## src/rtl/pwm_pkg.sv

```systemverilog
// Shared widths, scheduler state encoding and the write-path range check.
package pwm_pkg;

  localparam int unsigned WIDTH_DEF  = 17;
  localparam int unsigned HRBITS_DEF = 3;
  localparam int unsigned NCH_DEF    = 2;

  // Compare width: WIDTH carries one spare bit above the compare value.
  function automatic int unsigned cw_of(input int unsigned width);
    return width - 1;
  endfunction

  // Coarse timebase width: compare width minus the sub-clock bits.
  function automatic int unsigned tbw_of(input int unsigned width, input int unsigned hrbits);
    return width - hrbits - 1;
  endfunction

  // Channel-select width, never narrower than one bit.
  function automatic int unsigned chw_of(input int unsigned nch);
    return (nch > 1) ? $clog2(nch) : 1;
  endfunction

  typedef enum logic [1:0] {
    IDLE  = 2'd0,
    LOAD  = 2'd1,
    ARMED = 2'd2
  } sched_state_t;

  // Both coarse edges must land inside the period they will run under.
  function automatic logic range_ok(input int unsigned h_coarse,
                                    input int unsigned l_coarse,
                                    input int unsigned pn);
    return (h_coarse <= pn) && (l_coarse <= pn);
  endfunction

endpackage

```

## src/rtl/pwm_timebase.sv

```systemverilog
// Coarse timebase: counts 0..period while enabled, strobes wrap on the return to 0.
module pwm_timebase #(
  parameter int unsigned TBW = 13
) (
  input  logic           clk,
  input  logic           rst,
  input  logic           en,
  input  logic [TBW-1:0] period,
  output logic [TBW-1:0] tb,
  output logic           wrap
);

  logic [TBW-1:0] tb_q, tb_d;
  logic           wrap_q, wrap_d;

  // Next count and wrap strobe; the count holds while disabled.
  always_comb begin
    tb_d   = tb_q;
    wrap_d = 1'b0;
    if (en) begin
      wrap_d = (tb_q == period);
      tb_d   = (tb_q == period) ? '0 : tb_q + TBW'(1);
    end
  end

  // Counter and strobe registers.
  always_ff @(posedge clk) begin
    if (rst) begin
      tb_q   <= '0;
      wrap_q <= 1'b0;
    end else begin
      tb_q   <= tb_d;
      wrap_q <= wrap_d;
    end
  end

  assign tb   = tb_q;
  assign wrap = wrap_q;

endmodule

```

## src/rtl/pwm_cmp_sched.sv

```systemverilog
// Compare-value scheduler: shadows host writes and commits whole sets at a period wrap.
module pwm_cmp_sched
  import pwm_pkg::*;
#(
  parameter  int unsigned WIDTH  = WIDTH_DEF,
  parameter  int unsigned HRBITS = HRBITS_DEF,
  parameter  int unsigned NCH    = NCH_DEF,
  localparam int unsigned CW     = cw_of(WIDTH),
  localparam int unsigned TBW    = tbw_of(WIDTH, HRBITS),
  localparam int unsigned CHW    = chw_of(NCH)
) (
  input  logic              clk,
  input  logic              rst,
  input  logic              en,
  input  logic              cfg_valid,
  output logic              cfg_ready,
  input  logic [CHW-1:0]    cfg_ch,
  input  logic [CW-1:0]     cfg_cmpH,
  input  logic [CW-1:0]     cfg_cmpL,
  input  logic [TBW-1:0]    cfg_period,
  input  logic              cfg_last,
  output logic [TBW-1:0]    tb,
  output logic [NCH*CW-1:0] cmpH,
  output logic [NCH*CW-1:0] cmpL,
  output logic              wrap,
  output logic              committed,
  output logic              err
);

  sched_state_t   state_q, state_d;
  logic [CW-1:0]  act_h_q [NCH];
  logic [CW-1:0]  act_h_d [NCH];
  logic [CW-1:0]  act_l_q [NCH];
  logic [CW-1:0]  act_l_d [NCH];
  logic [CW-1:0]  sh_h_q  [NCH];
  logic [CW-1:0]  sh_h_d  [NCH];
  logic [CW-1:0]  sh_l_q  [NCH];
  logic [CW-1:0]  sh_l_d  [NCH];
  logic [TBW-1:0] per_q, per_d;
  logic [TBW-1:0] sh_per_q, sh_per_d;
  logic           committed_q, committed_d;
  logic           err_q, err_d;
  logic           xfer_c;
  logic           write_ok_c;
  logic           commit_c;
  logic [TBW-1:0] pn_c;

  // Shared timebase runs off the active period only.
  pwm_timebase #(
    .TBW(TBW)
  ) u_timebase (
    .clk    (clk),
    .rst    (rst),
    .en     (en),
    .period (per_q),
    .tb     (tb),
    .wrap   (wrap)
  );

  // Handshake, range check, shadow update and commit decision.
  always_comb begin
    state_d     = state_q;
    act_h_d     = act_h_q;
    act_l_d     = act_l_q;
    sh_h_d      = sh_h_q;
    sh_l_d      = sh_l_q;
    per_d       = per_q;
    sh_per_d    = sh_per_q;
    committed_d = 1'b0;
    err_d       = 1'b0;

    cfg_ready   = (state_q != ARMED);
    xfer_c      = cfg_valid && cfg_ready;
    pn_c        = cfg_last ? cfg_period : sh_per_q;
    write_ok_c  = range_ok(32'(cfg_cmpH[CW-1:HRBITS]), 32'(cfg_cmpL[CW-1:HRBITS]), 32'(pn_c))
                  && (32'(cfg_ch) < NCH);
    commit_c    = (state_q == ARMED) && (!en || (tb == per_q));

    case (state_q)
      IDLE, LOAD: begin
        if (xfer_c) begin
          if (write_ok_c) begin
            sh_h_d[cfg_ch] = cfg_cmpH;
            sh_l_d[cfg_ch] = cfg_cmpL;
            if (cfg_last) begin
              sh_per_d = cfg_period;
              state_d  = ARMED;
            end else begin
              state_d  = LOAD;
            end
          end else begin
            err_d = 1'b1;
          end
        end
      end
      ARMED: begin
        if (commit_c) begin
          act_h_d     = sh_h_q;
          act_l_d     = sh_l_q;
          per_d       = sh_per_q;
          committed_d = 1'b1;
          state_d     = IDLE;
        end
      end
      default: state_d = IDLE;
    endcase
  end

  // State, active set, shadow set and status pulses.
  always_ff @(posedge clk) begin
    if (rst) begin
      state_q     <= IDLE;
      act_h_q     <= '{default: '0};
      act_l_q     <= '{default: '0};
      sh_h_q      <= '{default: '0};
      sh_l_q      <= '{default: '0};
      per_q       <= '1;
      sh_per_q    <= '1;
      committed_q <= 1'b0;
      err_q       <= 1'b0;
    end else begin
      state_q     <= state_d;
      act_h_q     <= act_h_d;
      act_l_q     <= act_l_d;
      sh_h_q      <= sh_h_d;
      sh_l_q      <= sh_l_d;
      per_q       <= per_d;
      sh_per_q    <= sh_per_d;
      committed_q <= committed_d;
      err_q       <= err_d;
    end
  end

  // Flatten the active pairs onto the channel buses.
  for (genvar k = 0; k < NCH; k++) begin : g_out
    assign cmpH[k*CW +: CW] = act_h_q[k];
    assign cmpL[k*CW +: CW] = act_l_q[k];
  end

  assign committed = committed_q;
  assign err       = err_q;

endmodule

```

## config.mk

```make
export PLATFORM = sky130hd
export DESIGN_NAME = pwm_cmp_sched
export DESIGN_NICKNAME = d
export VERILOG_FILES = /design/src/rtl/pwm_pkg.sv /design/src/rtl/pwm_timebase.sv /design/src/rtl/pwm_cmp_sched.sv
export SDC_FILE = /design/constraint.sdc
export NUM_CORES = 1
export LEC_CHECK = 0
export BUFFER_PORTS_ARGS = -buffer_cell sky130_fd_sc_hd__buf_4
export CAP_MARGIN = 20
export CORE_MARGIN = 2
export CORE_UTILIZATION = 25
export DETAILED_ROUTE_END_ITERATION = 12
export PLACE_DENSITY = 0.48
export SYNTH_ARGS = -nofsm -noshare
export SYNTH_HDL_FRONTEND = slang
export SYNTH_SLANG_ARGS = --single-unit
```

## constraint.sdc

```tcl
create_clock -name clk -period 3.25 [get_ports clk]
set_input_delay 0.325 -clock clk [delete_from_list [all_inputs] [get_ports clk]]
set_output_delay 0.325 -clock clk [all_outputs]
set_load 0.02 [all_outputs]
```

* Yosys cells after proc, flatten, opt, wreduce, memory -nomap -nowiden
Index checks and enable logic that the tools add are counted.
** Word-level totals
- Register bits :: 172
- Bits in latches :: 0
- RAM bits :: 0
- ROM bits :: 0
- Output and inout bits :: 81
- Memories kept :: 0
** Operators by class
- $add $sub $neg :: 1
- Multiply operators :: 0
- Divide/modulo/power cells :: 0
- Magnitude comparators :: 4
- Eq/ne operators :: 7
- Shift operators :: 0
- Muxes and demuxes :: 13
- Bitwise logic cells :: 5
- Reductions and logical operators :: 14
** Operators with widths (number)
- bitwise mux 32 bit :: 2
- less-or-equal comparator 13 bit :: 2
- 2-to-1 mux 13 bit :: 2
- demux 16 bit (select 1 bit) :: 1
- 2-to-1 mux 16 bit :: 1
- adder 13 x 1 -> 13 bit, second input constant :: 1
- equality test 13 bit :: 1
- 2-to-1 mux 2 bit :: 4
- inequality test 2 bit, second input constant :: 4
- AND reduction 3 bit :: 2
- OR reduction 2 bit :: 3
- logical AND 1 bit :: 4
- NOT 1 bit :: 4
- case mux 2 bit (2 select lines) :: 1
- OR reduction 3 bit :: 1
- equality test 2 x 1 -> 1 bit, second input constant :: 1
- equality test 2 bit, second input constant :: 1
- >= comparator 2 bit, second input constant :: 1
- zero test 2 bit :: 1
- < comparator 2 x 1 -> 1 bit, second input constant :: 1
- 2-to-1 mux 1 bit :: 2
- NOT 1 -> 2 bit :: 1
- AND reduction 2 bit :: 1
- zero test 1 bit :: 1
- logical OR 1 bit :: 1

* Longest topological paths before layout
Gate-level depths: netlist (run 1).
- Depth in word-level cells :: 6
- Gate-level depth with buffers :: 12
- Gate-level depth less buffers :: 8

* Modules after synthesis
Synthesis (run 1) repeated with hierarchy kept, for this count alone.
** Unflattened totals
- Cells, all modules :: 847
- Area, all modules :: 8044.0 um^2
** Modules (own cells, without submodules)
- pwm_cmp_sched :: times used 1, cells each 763, area each 7260.7 um^2
- pwm_timebase :: times used 1, cells each 84, area each 783.3 um^2

* Least setup slack after synthesis (run 1)
No wires, ideal clock.
- Kind :: input to register
- Start :: in cfg_last
- End :: reg sh_h_q[16] (netlist name)
- Library setup time :: 0.119 ns
- Arrival :: 3.130 ns
- Required time :: 3.131 ns
- Slack :: 0.001 ns
- Stages on the path :: 12
- Buffers on the path :: 4
- Path through :: clkbuf_1 -> buf_1 -> mux2i_1 -> ha_1 -> a21o_1 -> nand3_1 -> a21oi_1 -> o41a_1 -> buf_6 -> or3_1 -> buf_6 -> mux2i_1
** Between the ends
- Longest elaborated chain between the ends :: 4
- Elaborated cells between the ends (all ways) :: 5
- Classes of those cells :: 2 x order compare; 1 x mux; 2 x reduce/logical
** RTL lines
- from (decl) :: RTL line pwm_cmp_sched.sv:21 : input logic cfg_last,
- 2-to-1 mux 13 bit *
- less-or-equal comparator 13 bit :: RTL line pwm_pkg.sv:33 : return (h_coarse <= pn) && (l_coarse <= pn);
- logical AND 1 bit * :: RTL line pwm_pkg.sv:33
- AND reduction 3 bit (no source line) *
- to (signal assigned) :: RTL line pwm_cmp_sched.sv:125 : sh_h_q <= sh_h_d;
- to (decl) :: RTL line pwm_cmp_sched.sv:35 : logic [CW-1:0] sh_h_q [NCH];
Every way passes the cells marked *; elsewhere a longest branch is shown, timed or not.
A chain may end at the register's enable or synchronous reset.

* Worst setup path in the final report (run 1)
- Start :: reg sh_per_q[6]
- End :: reg sh_h_q[21] (netlist name)
** Between the ends
- Longest elaborated chain between the ends :: 4
- Elaborated cells between the ends (all ways) :: 5
- Classes of those cells :: 2 x order compare; 1 x mux; 2 x reduce/logical
** RTL lines
- from (decl) :: RTL line pwm_cmp_sched.sv:40 : logic [TBW-1:0] sh_per_q, sh_per_d;
- from (signal assigned) :: RTL line pwm_cmp_sched.sv:128 : sh_per_q <= sh_per_d;
- 2-to-1 mux 13 bit *
- less-or-equal comparator 13 bit :: RTL line pwm_pkg.sv:33
- logical AND 1 bit * :: RTL line pwm_pkg.sv:33
- AND reduction 3 bit (no source line) *
Marked as above.

==> summary.txt, run 1 <==
Final layout
  – FILL cells: approximately 3100
  – Register area: between 0.003 and 0.004 mm^2
  – Final std cells w/o fill: about 1300
  – Ant diodes: 0
  – Synth-to-layout area growth: 27.4%
  – Finished Cell Area: roughly 0.0094 mm^2
  – Layout cells sized above 1: around a fifth
  – Post-layout net count: between 1000 and 1500
  – Area of the multi-input gates: 0.00361 mm^2
  – Core Util, Final: 32.5%

Drt
  – DRT iter0 DRCs: between 400 and 500
  – Drt total wl: roughly 23000 um
  – Drt wl/cell: 17.4 um
  – Via-to-Cell Ratio: 4.72
  – Pre-antenna DRT Iters: 4
  – DRC viols: 0
  – Routed Antenna Nets: 0
  – DR vias: between 6000 and 7000

Synthesis
  – Synth cell count leaders: 172 x dfxtp_1, 104 x nand2_1, 103 x nand3_1
  – Dominant cells by area after synthesis: dfxtp_1 47%, mux2i_1 10%, nand3_1 7.0%
  – Distinct cells, synth: 44
  – Post-Syn Instances: slightly above 800
  – Mapped Nets: 905
  – Sequential share of the synthesized area: ~47%
  – Top cell type's share of synthesized area: a little under half
  – Async S/R FF share, synth: 0%
  – Most instantiated library cell after synthesis: dfxtp_1
  – Post-synthesis register bit count: ~170
  – Mean Syn Cell Area: 8.90 um^2
  – Post-Synthesis Cell Area: 0.00736 mm^2
  – Post-synth top area cell: dfxtp_1
  – Syn. warnings: 0
  – Post-synth EDFFs: 0
  – Main synth FF type: dfxtp_1

Floorplanning
  – Chip width: roughly 180 um
  – # IOs: 132
  – Core area: roughly 0.029 mm^2
  – Die area: just over 0.03 mm^2
  – Initial Util: 25.5%
  – Rows: 62
  – Die H: between 150 and 200 um

STA
  – Final Hold Fails: 0
  – RSZ-0062 raised after global routing: no
  – Final min period: about 2700 ps
  – Worst-Margin Slew: slightly below 900 ps
  – Worst rel slew slack: roughly two fifths
  – Final setup viols: 0
  – Worst Skew: between 10 and 15 ps
  – Crit share post-route: between 80 and 90%
  – Max Slew Vio Count: 0
  – Setup TNS: 0 ps
  – FMAX: between 300 and 400 MHz
  – Min setup slack post-route: 547 ps

Critical path
  – Critical path type: reg -> reg
  – Register-to-register setup slack: around 550 ps
  – Critical path buffer and inverter count: 0
  – Slowest-stage cell, CP: or3_1
  – Critical Path AT: 3010 ps
  – Req. time, crit path: between 3000 and 4000 ps
  – Critical path fanouts, max: 8
  – Critical path depth: 8
  – Crit path max-delay family: compound AO/OA/AOI/OAI gates
  – Max incr delay on CP: approximately 590 ps
  – Worst Setup End Kind: flip-flop
  – Reg-to-Reg End: sh_h_q[21]$_SDFFE_PP0P_
  – Critical path's most frequent cell: mux2i_1
  – Setup crit start kind: flip-flop
  – Worst flop-to-flop path startpoint: sh_per_q[6]$_SDFFE_PP1P_
  – Crit-path cells: mux2i_1 > ha_1 > a21o_1 > nand3_1 > a21oi_1 > o41a_1 > or3_1 > mux2i_1
  – Reg2Reg Depth: 8

Status
  – Outcome: complete, no violations

Min path
  – Worst hold path depth: 3
  – Min-Delay Startpoint: en
  – Min-Delay Path Class: in -> reg
  – Hold EP: u_timebase.tb[0]$_SDFFE_PP0P_

Placement
  – Number of instances in the placed design: 1293
  – Final HPWL DP: 15800 um
  – GP Congestion: approximately 0.8
  – Number of buffers added on ports: ~130
  – Pre-CTS WS: approximately 220 ps
  – Placed Area: about 0.0087 mm^2

Global route
  – First-pass GRT wire length: ~36000 um
  – Vias in the first global route: between 6000 and 7000
  – Pin count of the biggest net entering global routing: 80
  – Total GRT Usage: between 10% and 20%
  – Global route total overflow: 0
  – Initial antenna violation count: 0

Clock network
  – Inserted Clock Buffers: 17
  – CTS tree: done
  – Clk_lat worst skew: 440 ps
  – Clk slew on worst S/H paths: about 70 ps
  – Cts hold-fix bufs: 0
  – Max Buffers Root-to-Sink: 2
  – Setup Buffers After CTS: 0
  – CTS root buf: clkbuf_16
  – Sink Count: between 150 and 200
  – Post-CTS Resized: 0
  – Number of H-tree levels: 4

Power and ir drop
  – Maximum vdd drop: around 0.34 mV
  – PD cells: 552 mW/mm^2
  – Leak Pwr: between 0.003 and 0.004 uW

Job
  – Max Cap Viol: 0
## layer usage
layer	part of all wire [%]	vias up	GRT usage, %
li1	-	3132	-
met1	51	2988	22.0
met2	43	114	22.2
met3	3.8	19	3.33
met4	1.2	0	3.82
met5	0	-	0
## sequential cells by signal, summed over array words and instances, names as in the netlist
register         count
sh_per_q            13
sh_l_q              32
per_q               13
state_q              2
cmpL                32
sh_h_q              32
u_timebase.tb       13
u_timebase.wrap      1
committed            1
cmpH                32
err                  1
## layout make-up
class                      instances  area share, %
multi-input combinational        578           38.5
sequential                       172           36.7
inverter                           9          0.374
timing repair buffer             150           12.4
clock buffer                      18           4.58
tap                              384           5.13
clock inverter                    14           2.22
## worst register-to-register path, cell delays in order, from the launching register on
cell and delay (ps):
dfxtp_1 320, mux2i_1 320, ha_1 330, a21o_1 180, nand3_1 70, a21oi_1 90, o41a_1 480, or3_1 590
mux2i_1 190
## kinds of logic after synthesis
family	Yosys count	share of synthesized area [%]
mux	77	10.5
flops	172	46.8
buf+inv	77	4.40
fa+ha+maj	27	4.59
compound gates	196	14.9
xor+xnor	25	2.98
simple gates	253	15.8
## placed cells by master (no fill, tap or decap), types with 5 or more instances in the layout
cell       count
inv_1          7
xnor2_1       10
buf_4        147
mux2i_1       76
nand4_1        9
o21ai_1       16
nor2_1        19
ha_1          27
clkbuf_16     17
o311ai_1       6
dfxtp_1      172
nor3_1         5
xor2_1        15
o311ai_0       6
o21ai_0       76
nand3_1      103
a21oi_1       75
nand2_1      104
## how the worst max path moves through the flow
stage,start,endpoint
floorplan,cfg_last,sh_h_q[16]$_SDFFE_PP0P_
detailed placement,cfg_last,sh_h_q[19]$_SDFFE_PP0P_
global route,sh_per_q[6]$_SDFFE_PP1P_,sh_h_q[21]$_SDFFE_PP0P_
finish,sh_per_q[6]$_SDFFE_PP1P_,sh_h_q[21]$_SDFFE_PP0P_
CTS,sh_per_q[1]$_SDFFE_PP1P_,sh_h_q[21]$_SDFFE_PP0P_
global placement,cfg_last,sh_h_q[16]$_SDFFE_PP0P_
## per-stage QoR
step / power (uW) / hold WS (ps)
4_1_cts: 5230 / 166
2_1_floorplan: 2740 / 435
3_3_place_gp: 2990 / 443
3_5_place_dp: 2990 / 447
5_1_grt: 5390 / 190
6_report: 5170 / 175
## power by group
part,leakage (uW),internal [uW],switching [uW]
Clock,0.000304,1310,929
Combinational,0.00206,259,412
Sequential,0.00139,2200,65.4
Power figures use the tool's default switching activity.
==> inputs of run 2 (changes only) <==
--- a/config.mk
+++ b/config.mk
@@ -5,12 +5,13 @@
 export SDC_FILE = /design/constraint.sdc
 export NUM_CORES = 1
 export LEC_CHECK = 0
+export ABC_AREA = 1
 export BUFFER_PORTS_ARGS = -buffer_cell sky130_fd_sc_hd__buf_4
 export CAP_MARGIN = 20
 export CORE_MARGIN = 2
 export CORE_UTILIZATION = 25
 export DETAILED_ROUTE_END_ITERATION = 12
-export PLACE_DENSITY = 0.48
+export PLACE_DENSITY = 0.46
 export SYNTH_ARGS = -nofsm -noshare
 export SYNTH_HDL_FRONTEND = slang
 export SYNTH_SLANG_ARGS = --single-unit
==> constraint.sdc (replaced) <==
create_clock -name clk -period 2.7 [get_ports clk]
set_input_delay 0.27 -clock clk [delete_from_list [all_inputs] [get_ports clk]]
set_output_delay 0.27 -clock clk [all_outputs]
set_load 0.02 [all_outputs]
==> summary.txt, run 2 <==
Status
  – Outcome: complete, no violations

Critical path
  – Register-to-register setup slack: about 470 ps
  – Critical Path AT: about 2500 ps
  – Req. time, crit path: a little over 3000 ps
  – Worst Setup End Kind: flip-flop
  – Critical path type: reg -> reg
  – Reg2Reg Depth: 14
  – Setup crit start kind: flip-flop
  – Reg-to-Reg End: sh_per_q[8]$_SDFFE_PP1P_
  – Worst flop-to-flop path startpoint: sh_per_q[11]$_SDFFE_PP1P_
  – Worst Setup EP: sh_per_q[8]$_SDFFE_PP1P_
  – Worst Setup SP: sh_per_q[11]$_SDFFE_PP1P_
  – Critical path fanouts, max: 8

Synthesis
  – Async S/R FF share, synth: 0%
  – Post-Synthesis Cell Area: 0.00797 mm^2
  – Sequential share of the synthesized area: a little over two fifths
  – Main synth FF type: dfxtp_1
  – Mean Syn Cell Area: approximately 7.0 um^2
  – Dominant cells by area after synthesis: dfxtp_1 43%, nand2_1 13%, nor2_1 10%
  – Post-synth EDFFs: 0
  – Top cell type's share of synthesized area: a little over two fifths
  – Post-Syn Instances: between 1000 and 1500
  – Mapped Nets: about 1200
  – Post-synth top area cell: dfxtp_1
  – Syn. warnings: 0
  – Most instantiated library cell after synthesis: nand2_1
  – Post-synthesis register bit count: approximately 170
  – Synth cell count leaders: 281 x nand2_1, 218 x nor2_1, 172 x dfxtp_1
  – Distinct cells, synth: 32

Floorplanning
  – # IOs: between 100 and 150
  – Rows: 65
  – Initial Util: around a quarter
  – Core area: between 0.03 and 0.04 mm^2
  – Die H: around 180 um
  – Die area: between 0.03 and 0.04 mm^2
  – Chip width: around 180 um

STA
  – Worst rel slew slack: between 40% and 50%
  – RSZ-0062 raised after global routing: no
  – Worst hold slack: ~57 ps
  – Final setup viols: 0
  – Final min period: approximately 2200 ps
  – Min setup slack post-route: around 470 ps
  – Worst Skew: approximately 22 ps
  – FMAX: approximately 450 MHz
  – Max Slew Vio Count: 0
  – Final Hold Fails: 0
  – Setup TNS: 0 ps
  – Worst-Margin Slew: 780 ps
  – Crit share post-route: between 80% and 90%

Final layout
  – Finished Cell Area: about 0.010 mm^2
  – Commonest non-fill, non-tap cell in the layout: nand2_1
  – Layout cells sized above 1: ~16%
  – Synth-to-layout area growth: 25.8%
  – Register area: between 0.003 and 0.004 mm^2
  – Area of the multi-input gates: 0.00377 mm^2
  – Ant diodes: 0
  – FILL cells: 3419
  – Post-layout net count: 1325
  – Commonest cells after routing, fill and taps aside: 281 x nand2_1, 218 x nor2_1, 172 x dfxtp_1, 145 x buf_4, 117 x nand3_1

Clock network
  – Clk_lat worst skew: between 400 and 500 ps
  – Max Buffers Root-to-Sink: 2
  – Inserted Clock Buffers: 17
  – CTS tree: done
  – Sink Count: 172
  – Post-CTS Resized: 0
  – Clk slew on worst S/H paths: ~80 ps
  – Number of H-tree levels: 4
  – Setup Buffers After CTS: 0
  – Cts hold-fix bufs: 0
  – CTS root buf: clkbuf_16

Power and ir drop
  – PD cells: roughly 660 mW/mm^2
  – Maximum vdd drop: 0.414 mV
  – Power consumption: approximately 6600 uW
  – Leak Pwr: ~0.0049 uW

Placement
  – Final HPWL DP: roughly 16000 um
  – GP Congestion: ~0.84
  – Number of buffers added on ports: 131
  – Placed Area: ~0.0094 mm^2
  – Pre-CTS WS: 169 ps

Drt
  – Routed Antenna Nets: 0
  – Drt total wl: 23100 um
  – Drt wl/cell: about 14 um
  – Via-to-Cell Ratio: around 4.3
  – Pre-antenna DRT Iters: 4
  – DRT iter0 DRCs: about 340
  – DR vias: roughly 7200
  – DRC viols: 0

Job
  – Max Cap Viol: 0

Global route
  – Vias in the first global route: roughly 6700
  – Total GRT Usage: 14.1%
  – First-pass GRT wire length: approximately 37000 um
  – Pin count of the biggest net entering global routing: 89
  – Global route total overflow: 0
  – Initial antenna violation count: 0

Min path
  – Min-Delay Path Class: in -> reg
==> run 2: cell types whose count changed after synthesis, sizes merged, moves of 24 or more <==
cell,change
nor2,+199
nand2,+181
inv,+100
o21ai,-85
mux2i,-64
clkbuf,-25
buf,+24
==> run 2: metal layers <==
metal / GRT usage [%] / wire (um)
met5: 0 / 0
met4: 4.26 / 368
met3: 3.23 / 946
met1: 20.1 / 12000
met2: 21.1 / 9780
==> run 2: cell families (layout without fill, tap and decap cells) <==
kind of cell	Yosys count	in the layout	synth area share (%)
buffers and inverters	175	295	9.47
adder cells (fa/ha/maj)	27	27	4.24
multiplexers	13	13	1.65
flip-flops	172	172	43.2
XOR/XNOR	11	11	1.21
AO/OA/AOI/OAI	87	87	5.51
AND/OR/NAND/NOR	655	655	34.7
==> run 2: final cells by class <==
cell class	count	share of cell area, %
Inverter	108	4.10
Clock buffer	18	4.38
Sequential cell	172	34.4
Tap cell	402	5.02
Timing Repair Buffer	155	12.9
Multi-Input combinational cell	793	37.6
Clock inverter	14	1.67
==> run 2: per-stage QoR <==
stage                     cells  util [%]
after floorplan            1140         -
after global placement     1630      29.9
after detailed placement   1630      29.9
after CTS                  1662      31.8
after global routing       1662      31.8
final                      1662      31.8
==> run 2: how the worst min path moves through the flow <==
stage / to / cells after the start / slack [ps] / startpoint
after global routing: sh_l_q[2]$_SDFFE_PP0P_ / 3 / 40 / cfg_cmpL[2]
after detailed placement: per_q[10]$_SDFFE_PP1P_ / 2 / 470 / per_q[10]$_SDFFE_PP1P_
after CTS: sh_l_q[1]$_SDFFE_PP0P_ / 3 / 30 / cfg_cmpL[1]
final: sh_l_q[1]$_SDFFE_PP0P_ / 3 / 60 / cfg_cmpL[1]
after floorplan: sh_h_q[0]$_SDFFE_PP0P_ / 2 / 400 / cfg_cmpH[0]
after global placement: per_q[3]$_SDFFE_PP1P_ / 2 / 460 / per_q[3]$_SDFFE_PP1P_
==> run 2: critical path: stages, from the launching register on <==
cell      delay (ps)
dfxtp_1          360
mux2i_1          160
ha_1             320
nand2_1           70
nor2_1           180
nor3b_1          200
nand2_1           70
nand2_1           70
nand2_2          100
nand2_1           80
inv_1             70
buf_4            170
buf_12           130
nand3b_1          70
nand3_1           70
==> run 2: power by group <==
| part | internal, uW | switching, uW | total [uW] | leakage [uW] |
|---|---|---|---|---|
| logic | 482 | 751 | 1230 | 0.00323 |
| registers | 2730 | 86.9 | 2810 | 0.00140 |
| clock network | 1350 | 1230 | 2580 | 0.000295 |
==> inputs of run 3 (changes only) <==
--- a/config.mk
+++ b/config.mk
@@ -11,7 +11,7 @@
 export CORE_MARGIN = 2
 export CORE_UTILIZATION = 25
 export DETAILED_ROUTE_END_ITERATION = 12
-export PLACE_DENSITY = 0.46
+export PLACE_DENSITY = 0.47
 export SYNTH_ARGS = -nofsm -noshare
 export SYNTH_HDL_FRONTEND = slang
 export SYNTH_SLANG_ARGS = --single-unit
==> constraint.sdc (replaced) <==
create_clock -name clk -period 1.82 [get_ports clk]
set_input_delay 0.182 -clock clk [delete_from_list [all_inputs] [get_ports clk]]
set_output_delay 0.182 -clock clk [all_outputs]
set_load 0.02 [all_outputs]
==> summary.txt, run 3 (same netlist as run 2, synthesis figures left out) <==
Status
  – Outcome: finished with violations
  – Failing checks: negative setup slack

Clock network
  – CTS tree: done
  – Clk_lat worst skew: between 400 and 500 ps
  – CTS root buf: clkbuf_16
  – Inserted Clock Buffers: 17
  – Clk slew on worst S/H paths: 70 ps
  – Number of H-tree levels: 4
  – Sink Count: about 170
  – Max Buffers Root-to-Sink: 2

STA
  – Max Slew Vio Count: 0
  – Final Hold Fails: 0
  – Final min period: about 2000 ps
  – Worst rel slew slack: 64.6%
  – Final setup viols: 80
  – Setup TNS: -15220 ps
  – Worst-Margin Slew: 530 ps
  – Worst hold slack: between 10 and 15 ps
  – Crit share post-route: 113%
  – FMAX: slightly below 500 MHz
  – RSZ-0062 raised after global routing: yes
  – Min setup slack post-route: -231 ps
  – Worst Skew: slightly above 20 ps

Placement
  – Placed Area: about 0.0098 mm^2
  – GP Congestion: about 0.82
  – Number of instances in the placed design: between 1500 and 2000
  – Number of buffers added on ports: between 100 and 150
  – Final HPWL DP: around 17000 um

Floorplanning
  – Die area: 0.0333 mm^2
  – # IOs: roughly 130
  – Chip width: around 180 um
  – Die H: 182 um
  – Rows: 65
  – Core area: about 0.031 mm^2
  – Initial Util: about a quarter

Final layout
  – Layout cells sized above 1: between 20 and 30%
  – Post-layout net count: ~1400
  – Finished Cell Area: approximately 0.011 mm^2
  – Final std cells w/o fill: 1745
  – Core Util, Final: between 30% and 40%
  – Commonest non-fill, non-tap cell in the layout: nand2_1
  – Commonest cells after routing, fill and taps aside: 258 x nand2_1, 201 x nor2_1, 200 x buf_4, 157 x dfxtp_1, 100 x inv_1
  – Synth-to-layout area growth: 43.9%
  – Ant diodes: 0

Critical path
  – Critical path fanouts, max: 30
  – Reg-to-Reg End: sh_h_q[11]$_SDFFE_PP0P_
  – Worst Setup End Kind: flip-flop
  – Reg2Reg Depth: 12
  – Worst flop-to-flop path startpoint: sh_per_q[4]$_SDFFE_PP1P_
  – Max incr delay on CP: about 320 ps
  – Crit path max-delay family: simple AND/OR/NAND/NOR gates
  – Critical Path AT: roughly 2400 ps
  – Setup crit start kind: flip-flop
  – Critical path's most frequent cell: nand2_2
  – Crit-path cells: mux2i_1 > buf_4 > ha_4 > a21oi_1 > nand3_2 > nand2_2 > nand2_2 > nand2_4 > nand4_4 > buf_12 > nor2_2 > nor2_1
  – Req. time, crit path: 2150 ps
  – Slowest-stage cell, CP: dfxtp_2
  – Critical path buffer and inverter count: 2
  – Critical path type: reg -> reg
  – Register-to-register setup slack: -230 ps

Global route
  – Met2 usage: between 20 and 25%
  – Pin count of the biggest net entering global routing: 88
  – Global route total overflow: 0
  – Vias in the first global route: about 7100
  – M3 GR Usage: under 10%
  – Total GRT Usage: between 10% and 20%
  – First-pass GRT wire length: about 39000 um
  – Initial antenna violation count: 0
  – Met1 Use GR: between 20% and 30%
  – Most Crowded Layer GR: met2

Power and ir drop
  – Maximum vdd drop: 0.659 mV
  – Leak Pwr: approximately 0.0055 uW
  – PD cells: between 900 and 1000 mW/mm^2

Min path
  – Min-Delay Startpoint: cfg_cmpL[3]
  – Worst hold path depth: 3
  – Hold EP: sh_l_q[19]$_SDFFE_PP0P_
  – Min-Delay Path Class: in -> reg

Drt
  – DRC viols: 0
  – Via-to-Cell Ratio: approximately 4.3
  – Pre-antenna DRT Iters: 4
  – Drt wl/cell: roughly 14 um
  – DRT iter0 DRCs: 324
  – Routed Antenna Nets: 0
  – DR vias: 7548
  – Drt total wl: 25300 um

Job
  – Max Cap Viol: 0
[run 3: cell types whose count changed in the layout (fill, tap and decap cells not counted), moves of 9 or more]
| cell | previous run | this run |
|---|---|---|
| dfxtp_2 | 0 | 15 |
| nand2_1 | 281 | 258 |
| nor2_2 | 0 | 16 |
| a21oi_2 | 0 | 9 |
| buf_6 | 0 | 9 |
| dfxtp_1 | 172 | 157 |
| nor2_1 | 218 | 201 |
| nand2_2 | 3 | 20 |
| nand3_2 | 0 | 28 |
| a21oi_1 | 77 | 67 |
| buf_4 | 145 | 200 |
| nand3_1 | 117 | 89 |
[run 3: report_power, final]
part           total [uW]  switching (uW)  internal [uW]
clock network        4000            1730           2280
registers            4180             124           4050
logic                2360            1340           1020
[run 3: worst register-to-register path, cell delays in order (launching register included)]
cell and delay, ps:
dfxtp_2 320, mux2i_1 150, buf_4 190, ha_4 210, a21oi_1 180, nand3_2 100
nand2_2 70, nand2_2 60, nand2_4 110, nand4_4 140, buf_12 210, nor2_2 120
nor2_1 70
[run 3: how the worst max path moves through the flow]
| stage | end | slack (ps) | cells past startpoint | from |
|---|---|---|---|---|
| detailed placement | sh_per_q[1]$_SDFFE_PP1P_ | -550 | 15 | cfg_last |
| floorplan | sh_per_q[6]$_SDFFE_PP1P_ | -260 | 17 | cfg_last |
| global route | sh_l_q[5]$_SDFFE_PP0P_ | -390 | 15 | sh_per_q[2]$_SDFFE_PP1P_ |
| CTS | sh_h_q[11]$_SDFFE_PP0P_ | -190 | 13 | sh_per_q[8]$_SDFFE_PP1P_ |
| global placement | sh_h_q[11]$_SDFFE_PP0P_ | -490 | 13 | cfg_last |
| finish | sh_h_q[11]$_SDFFE_PP0P_ | -230 | 12 | sh_per_q[4]$_SDFFE_PP1P_ |
[run 3: final cells by class]
type,count,area (um^2)
fill,3310,20000
multi-input combinational,794,4320
sequential,172,3460
timing repair buffer,236,2110
tap,402,503
clock buffer,19,453
inverter,108,423
clock inverter,13,180
timing repair inverter,1,7.51
[run 3: stage by stage]
step | setup WS [ps] | total power [uW]
floorplan | -258 | 5510
global placement | -486 | 6210
detailed placement | -552 | 6230
CTS | -191 | 10500
global route | -386 | 11100
finish | -231 | 10500
[run 3: metal layers]
metal | vias up | part of all wire [%]
met5 | - | 0
met4 | 0 | 0.77
met3 | 13 | 4.3
met2 | 141 | 45
met1 | 3427 | 50
li1 | 3967 | -
[run 3: timing repair]
item,in CTS,in global routing
resized for setup,65,71
hold buffers,8,0
setup endpoints to repair,80,154
cloned,2,10
pin swaps,31,16
hold endpoints to repair,12,0
buffers inserted,4,6
